--- src/rtl/elevator_scheduler.sv ---
// ----------------------------------------------------------------------------
// elevator_scheduler
//
// Floor-request scheduler for a 3-floor car. It latches hall/car calls and
// picks a direction using a sweep policy: the car keeps its current direction
// while calls remain ahead of it. It stops at called floors and times the door.
// It also gates the move-frequency generator through move_handler, and counts
// each rising edge of move_clk as one floor travelled.
//
// Optional feature macro: SOS_CLEAR_REQ_EN
//   defined   : entering SOS drops every latched request.
//   undefined : requests survive SOS and are serviced after release.
//
// Parameters
//   door_time   : clk cycles the door stays open (1 .. 2^26-1)
//   start_floor : floor loaded on reset (1 .. 3)
//
// Ports
//   clk                   : system clock
//   button_reset          : synchronous active-high reset
//   call[2:0]             : floor call pulses, bit0 = floor 1
//   move_clk              : step strobe from the move-frequency generator
//   sos_mode              : emergency stop (level)
//   weight_limit_exceeded : overload (level)
//   led1..led3            : one-hot current floor
//   move_handler          : car authorised to move
//   dir_up                : current / last travel direction is up
//   door_open             : door open indicator
//   pending[2:0]          : latched requests, same bit order as call
//   state_o[2:0]          : FSM state encoding
// ----------------------------------------------------------------------------
// state    | meaning
// ---------+------------------------------------------------------------
// IDLE  0  | stationary, door closed, choosing the next target
// MOVE_UP 1| travelling up, one floor per move_clk rising edge
// MOVE_DN 2| travelling down, one floor per move_clk rising edge
// DOOR  3  | stopped at a served floor, door timer running
// SOS   4  | emergency hold: no motion, door closed, calls ignored
// ----------------------------------------------------------------------------
module elevator_scheduler #(
    parameter int unsigned door_time   = 50,
    parameter int unsigned start_floor = 1
) (
    input  logic       clk,
    input  logic       button_reset,
    input  logic [2:0] call,
    input  logic       move_clk,
    input  logic       sos_mode,
    input  logic       weight_limit_exceeded,
    output logic       led1,
    output logic       led2,
    output logic       led3,
    output logic       move_handler,
    output logic       dir_up,
    output logic       door_open,
    output logic [2:0] pending,
    output logic [2:0] state_o
);

    typedef enum logic [2:0] {
        ST_IDLE    = 3'd0,
        ST_MOVE_UP = 3'd1,
        ST_MOVE_DN = 3'd2,
        ST_DOOR    = 3'd3,
        ST_SOS     = 3'd4
    } state_t;

    localparam logic [25:0] door_load = 26'(door_time);
    localparam logic [2:0]  start_led = (start_floor == 3) ? 3'b100 :
                                        (start_floor == 2) ? 3'b010 : 3'b001;

    state_t      state;
    logic [2:0]  pos;          // one-hot car position, bit0 = floor 1
    logic [25:0] door_timer;
    logic        move_clk_q;

    logic        step;
    logic [2:0]  above_mask;
    logic [2:0]  below_mask;
    logic [2:0]  up_led;
    logic [2:0]  dn_led;
    logic [2:0]  call_latch;
    logic [2:0]  pending_in;

    assign step = move_clk & ~move_clk_q;

    // Floor masks derived directly from the one-hot position.
    assign above_mask = {pos[0] | pos[1], pos[0], 1'b0};
    assign below_mask = {1'b0, pos[2], pos[1] | pos[2]};
    assign up_led     = {pos[1], pos[0], 1'b0};
    assign dn_led     = {1'b0, pos[2], pos[1]};

    // Calls are ignored in SOS. In DOOR, a call for the floor the car is
    // already standing at only holds the door, so it is not latched.
    always_comb begin
        call_latch = call;
        if (state == ST_SOS) begin
            call_latch = 3'b000;
        end else if (state == ST_DOOR) begin
            call_latch = call & ~pos;
        end
    end

    assign pending_in = pending | call_latch;

    always_ff @(posedge clk) begin
        if (button_reset) begin
            state        <= ST_IDLE;
            pos          <= start_led;
            pending      <= 3'b000;
            move_handler <= 1'b0;
            door_open    <= 1'b0;
            dir_up       <= 1'b1;
            door_timer   <= '0;
            move_clk_q   <= 1'b0;
        end else begin
            move_clk_q <= move_clk;
            pending    <= pending_in;

            if (sos_mode) begin
                state        <= ST_SOS;
                move_handler <= 1'b0;
                door_open    <= 1'b0;
                door_timer   <= '0;
`ifdef SOS_CLEAR_REQ_EN
                pending      <= 3'b000;
`endif
            end else begin
                case (state)
                    ST_IDLE: begin
                        // Overload keeps the car parked; requests stay latched.
                        if (!weight_limit_exceeded) begin
                            if (|(pending & pos)) begin
                                state      <= ST_DOOR;
                                door_open  <= 1'b1;
                                door_timer <= door_load;
                                pending    <= pending_in & ~pos;
                            end else if (|(pending & above_mask) &&
                                         (dir_up || !(|(pending & below_mask)))) begin
                                state        <= ST_MOVE_UP;
                                move_handler <= 1'b1;
                                dir_up       <= 1'b1;
                            end else if (|(pending & below_mask)) begin
                                state        <= ST_MOVE_DN;
                                move_handler <= 1'b1;
                                dir_up       <= 1'b0;
                            end
                        end
                    end

                    ST_MOVE_UP: begin
                        if (step) begin
                            if (pos[2]) begin
                                // Already at the top: position saturates.
                                state        <= ST_IDLE;
                                move_handler <= 1'b0;
                            end else begin
                                pos <= up_led;
                                // A call arriving with the step still stops here.
                                if (|(pending_in & up_led)) begin
                                    state        <= ST_DOOR;
                                    move_handler <= 1'b0;
                                    door_open    <= 1'b1;
                                    door_timer   <= door_load;
                                    pending      <= pending_in & ~up_led;
                                end else if (!(|(pending_in & above_mask & ~up_led))) begin
                                    state        <= ST_IDLE;
                                    move_handler <= 1'b0;
                                end
                            end
                        end
                    end

                    ST_MOVE_DN: begin
                        if (step) begin
                            if (pos[0]) begin
                                // Already at the bottom: position saturates.
                                state        <= ST_IDLE;
                                move_handler <= 1'b0;
                            end else begin
                                pos <= dn_led;
                                if (|(pending_in & dn_led)) begin
                                    state        <= ST_DOOR;
                                    move_handler <= 1'b0;
                                    door_open    <= 1'b1;
                                    door_timer   <= door_load;
                                    pending      <= pending_in & ~dn_led;
                                end else if (!(|(pending_in & below_mask & ~dn_led))) begin
                                    state        <= ST_IDLE;
                                    move_handler <= 1'b0;
                                end
                            end
                        end
                    end

                    ST_DOOR: begin
                        // Overload or a same-floor call holds the door open.
                        if (weight_limit_exceeded || |(call & pos)) begin
                            door_timer <= door_load;
                        end else if (door_timer == 26'd1) begin
                            state      <= ST_IDLE;
                            door_open  <= 1'b0;
                            door_timer <= '0;
                        end else begin
                            door_timer <= door_timer - 26'd1;
                        end
                    end

                    ST_SOS: begin
                        // sos_mode is low here, so the hold is released.
                        state <= ST_IDLE;
                    end

                    default: begin
                        state        <= ST_IDLE;
                        move_handler <= 1'b0;
                        door_open    <= 1'b0;
                    end
                endcase
            end
        end
    end

    assign led1    = pos[0];
    assign led2    = pos[1];
    assign led3    = pos[2];
    assign state_o = state;

endmodule

--- config.mk ---
export PLATFORM = sky130hd
export DESIGN_NAME = elevator_scheduler
export DESIGN_NICKNAME = d
export VERILOG_FILES = /design/src/rtl/elevator_scheduler.sv
export SDC_FILE = /design/constraint.sdc
export NUM_CORES = 1
export LEC_CHECK = 0
export BUFFER_PORTS_ARGS = -buffer_cell sky130_fd_sc_hd__buf_2
export CAP_MARGIN = 40
export CORE_MARGIN = 2
export CORE_UTILIZATION = 60
export CTS_BUF_LIST = sky130_fd_sc_hd__clkbuf_16
export DETAILED_ROUTE_END_ITERATION = 6
export GPL_TIMING_DRIVEN = 0
export PLACE_DENSITY = 0.91
export RECOVER_POWER = 50
export SLEW_MARGIN = 20
export SYNTH_ARGS = -nofsm -noshare
export SYNTH_HDL_FRONTEND = slang
export SYNTH_SLANG_ARGS = --single-unit
--- constraint.sdc ---
create_clock -name clk -period 3.1 [get_ports clk]
set_input_delay 0.31 -clock clk [delete_from_list [all_inputs] [get_ports clk]]
set_output_delay 0.31 -clock clk [all_outputs]
set_load 0.01 [all_outputs]
==> flow_summary.ini <==
[floorplan]
die-height_um = 67.87
row_count = 23
core_region_area_mm2 = 0.003971
floorplan.die_area_mm2 = 0.004606
io_pins = 20
initial_utilization_pct = 61.63
die_w_um = 67.87

[pwr]
irDropWorstVdd_mv = 0.2096
post-layout-total-power_mw = 1.332
powerDensity_mw_per_mm2 = 489.3
p_leak_nw = 1.026

[setup_path]
critical_path.max_fanout = 10
worst_r2r_startpoint = state_o[1]$_SDFFE_PP0P_
reg2reg_to = door_timer[17]$_SDFFE_PP0P_
cp.required_ns = 3.25
critical_path_buf_inv_count = 3
cp-start-kind = flip-flop
cell_chain_of_the_critical_path = clkbuf_1 > nor2b_1 > nand2_1 > a31o_1 > buf_6 > or3_1 > o21ai_1 > clkbuf_1 > nor2_1
critPathTopFamily = buffers and inverters
r2r_cells = 9
internal_reg_to_reg_setup_slack_ns = 0.28
worst-setup-path-type = reg -> reg
critPathMostFrequentCell = clkbuf_1
timing.critical_path.arrival_ns = 2.97
slowest_stage = clkbuf_1
crit_path_max_incr_delay_ns = 0.40
endpoint_kind = flip-flop

[routing]
remaining_drc_errors = 0
met2WireLength_um = 3149
top_signal_layer_used = met4
route.vias.total = 2607
detail_route.wl_per_cell_um = 16.55
wl_met1_um = 2583
wl_um = 6420
post_drt_via_cell_ratio = 6.719
drtAntennaViolNets = 0
drt_iter0_drc = 253
iteration_count_of_the_initial_detailed_routing_pass = 7
met3WireLength_um = 478

[logic_synthesis]
yosys.area_share.adder_pct = 1.022
post_synth.cell_area_avg_um2 = 7.869
synthesis.area_mm2 = 0.002447
main_combinational_cell_family_by_area_after_synthesis = simple AND/OR/NAND/NOR gates
yosys-mux-area-fraction_pct = 2.045
synth_xor_xnor_area_share_pct = 4.294
synth-warning-count = 0
seq_total_area_yosys_pct = 31.90
synthesis.nets = 321
ys_seq_elements = 39
synthesized_area_fraction_occupied_by_and_or_nand_nor_cells_pct = 30.47
synth_flop_cell = dfxtp_1
syn-instance-count = 311
synth-edff-count = 0
synth_cell_type_count = 57
synth_async_sr_flop_share_pct = 0
synth_compound_area_share_pct = 24.95

[global_route]
global_route_usage_over_all_layers_pct = 28.92
antenna_found_initial = 0
first_global_vias = 2224
grt_overflow_total = 0
grt_start_max_net_pins = 13
first_pass_grt_wire_length_um = 10180

[placed_design]
detailed_place_hpwl_um = 4534
gp_congestion = 0.9838
numPlacedInstances = 380
place_worst_setup_slack_ns = 0.4405
placement.io_buffers = 19
placedInstanceArea_mm2 = 0.002605

[finish]
final_cell_mix = 39 x dfxtp_1, 26 x nor2_1, 24 x clkbuf_1, 24 x a21oi_1, 23 x nand2_1
final_cell_area_mm2 = 0.002721
finish.cell_count_without_fillers = 388
layout-drive-gt1-share_pct = 9.172
antennaDiodeCount = 0
area_delta_synth_final_pct = 11.20
finish.net_count = 347
area_occupied_by_multi_input_gates_mm2 = 0.001531
fillers = 324
layout.core_utilization_pct = 68.53
area.sequential_um2 = 780.7
mostFrequentLayoutCell = dfxtp_1

[timing]
maxSlewViolCount = 0
worst_relative_slew_slack_pct = 39.29
tightestPinTransition_ns = 0.9023
report.final.setup_viol = 0
achievable-frequency_ghz = 0.3544
rsz0062_at_grt = false
fin_tns_setup_ns = 0
fin_ws_ns = 0.2787
final_min_period_over_clock_period_pct = 91.01
fin_crit_ns = 2.821
report.final.hold_viol_count = 0
setup_skew_after_layout_ns = 0.005499
fin_worst_hold_slack_ns = 0.2791

[clocking]
worst_setup_hold_path_clk_slew_ns = 0.06
cts-buffers-inserted = 5
htree_levels = 2
worst_skew_pair.late_latency_ns = 0.28
cts.path.max_buffers = 2
post-cts-setup-buffers = 0
cts_num_sinks = 39
cts_hold_buffers = 0
tritoncts = built
clock-root-buffer = clkbuf_16
postCtsResizedCells = 0

[run]
maxCapViolCount = 0

[outcome]
status = complete, no violations

[worst_hold_path]
cell_depth_of_the_worst_hold_path = 2
timing.hold.worst.start = move_clk
worstHoldPathType = in -> reg
min_delay_worst_endpoint = move_clk_q$_SDFF_PP0_
==> power by group <==
group | switching [mW] | total, mW | internal [mW]
Sequential | 0.0195 | 0.539 | 0.520
Combinational | 0.176 | 0.294 | 0.118
Clock | 0.205 | 0.499 | 0.294
Total | 0.400 | 1.33 | 0.931
==> worst max path at each step <==
stage                                 start                          end  slack [ns]  cells past startpoint
global route        state_o[1]$_SDFFE_PP0P_   door_timer[0]$_SDFFE_PP0P_        0.14                      9
CTS                 state_o[2]$_SDFFE_PP0P_   door_timer[9]$_SDFFE_PP0P_        0.43                      8
global placement    state_o[2]$_SDFFE_PP0P_   door_timer[9]$_SDFFE_PP0P_        0.41                      8
detailed placement  state_o[2]$_SDFFE_PP0P_   door_timer[6]$_SDFFE_PP0P_        0.44                      8
finish              state_o[1]$_SDFFE_PP0P_  door_timer[17]$_SDFFE_PP0P_        0.28                      9
floorplan               pos[1]$_SDFFE_PP0P_  door_timer[24]$_SDFFE_PP0P_        0.78                      9
==> per-layer routing <==
layer | track usage (%) | vias to the layer above
met5 | 0 | -
met4 | 14.50 | 0
met3 | 5.592 | 23
met2 | 49.26 | 129
met1 | 34.65 | 1228
li1 | - | 1227
==> flip-flops by register name (all words and copies together) (netlist names) <==
| signal | cells |
|---|---|
| move_clk_q | 1 |
| pos | 3 |
| move_handler | 1 |
| state_o | 3 |
| door_open | 1 |
| dir_up | 1 |
| pending | 3 |
| door_timer | 26 |
==> Yosys cell counts (4+ instances only) <==
| library cell | n | area (µm²) |
|---|---|---|
| nand2b_1 | 4 | 25.02 |
| nand3b_1 | 5 | 37.54 |
| o21ai_0 | 14 | 70.07 |
| a22oi_1 | 4 | 30.03 |
| or4_1 | 7 | 52.55 |
| o31ai_1 | 5 | 37.54 |
| inv_1 | 8 | 30.03 |
| a31oi_1 | 6 | 37.54 |
| nor4_1 | 17 | 106.4 |
| nor2b_1 | 5 | 31.28 |
| o21a_1 | 5 | 37.54 |
| a21oi_1 | 24 | 120.1 |
| buf_2 | 5 | 25.02 |
| nand2_1 | 23 | 86.33 |
| mux2i_1 | 5 | 50.05 |
| clkbuf_1 | 10 | 37.54 |
| nand3_1 | 7 | 35.03 |
| dfxtp_1 | 39 | 780.8 |
| nor2_1 | 26 | 97.59 |
| or3_1 | 4 | 25.02 |
| nor3_1 | 13 | 65.06 |
| a211oi_1 | 6 | 45.04 |
| xnor2_1 | 10 | 87.58 |
==> worst register-to-register path, stage by stage (launching register included) <==
cell      delay (ns)
dfxtp_1         0.35
clkbuf_1        0.36
nor2b_1         0.29
nand2_1         0.11
a31o_1          0.23
buf_6           0.14
or3_1           0.37
o21ai_1         0.36
clkbuf_1        0.40
nor2_1          0.10
==> cell families after synthesis <==
kind of cell               after synthesis
and+or+nand+nor                        134
AOI/OAI and AO/OA                       91
DFF                                     39
buffers and inverters                   28
xor gates and xnor gates                12
muxes                                    5
adders and majority gates                2
==> cell type report <==
class / instances / area share [%]
Buffer: 20 / 3.540
Clock buffer: 5 / 4.598
Clock inverter: 3 / 0.5977
Inverter: 8 / 1.103
Multi-Input combinational cell: 244 / 56.28
Sequential cell: 39 / 28.69
Tap cell: 50 / 2.299
Timing Repair Buffer: 19 / 2.897
Note: power is estimated with default switching activity, not from simulation.
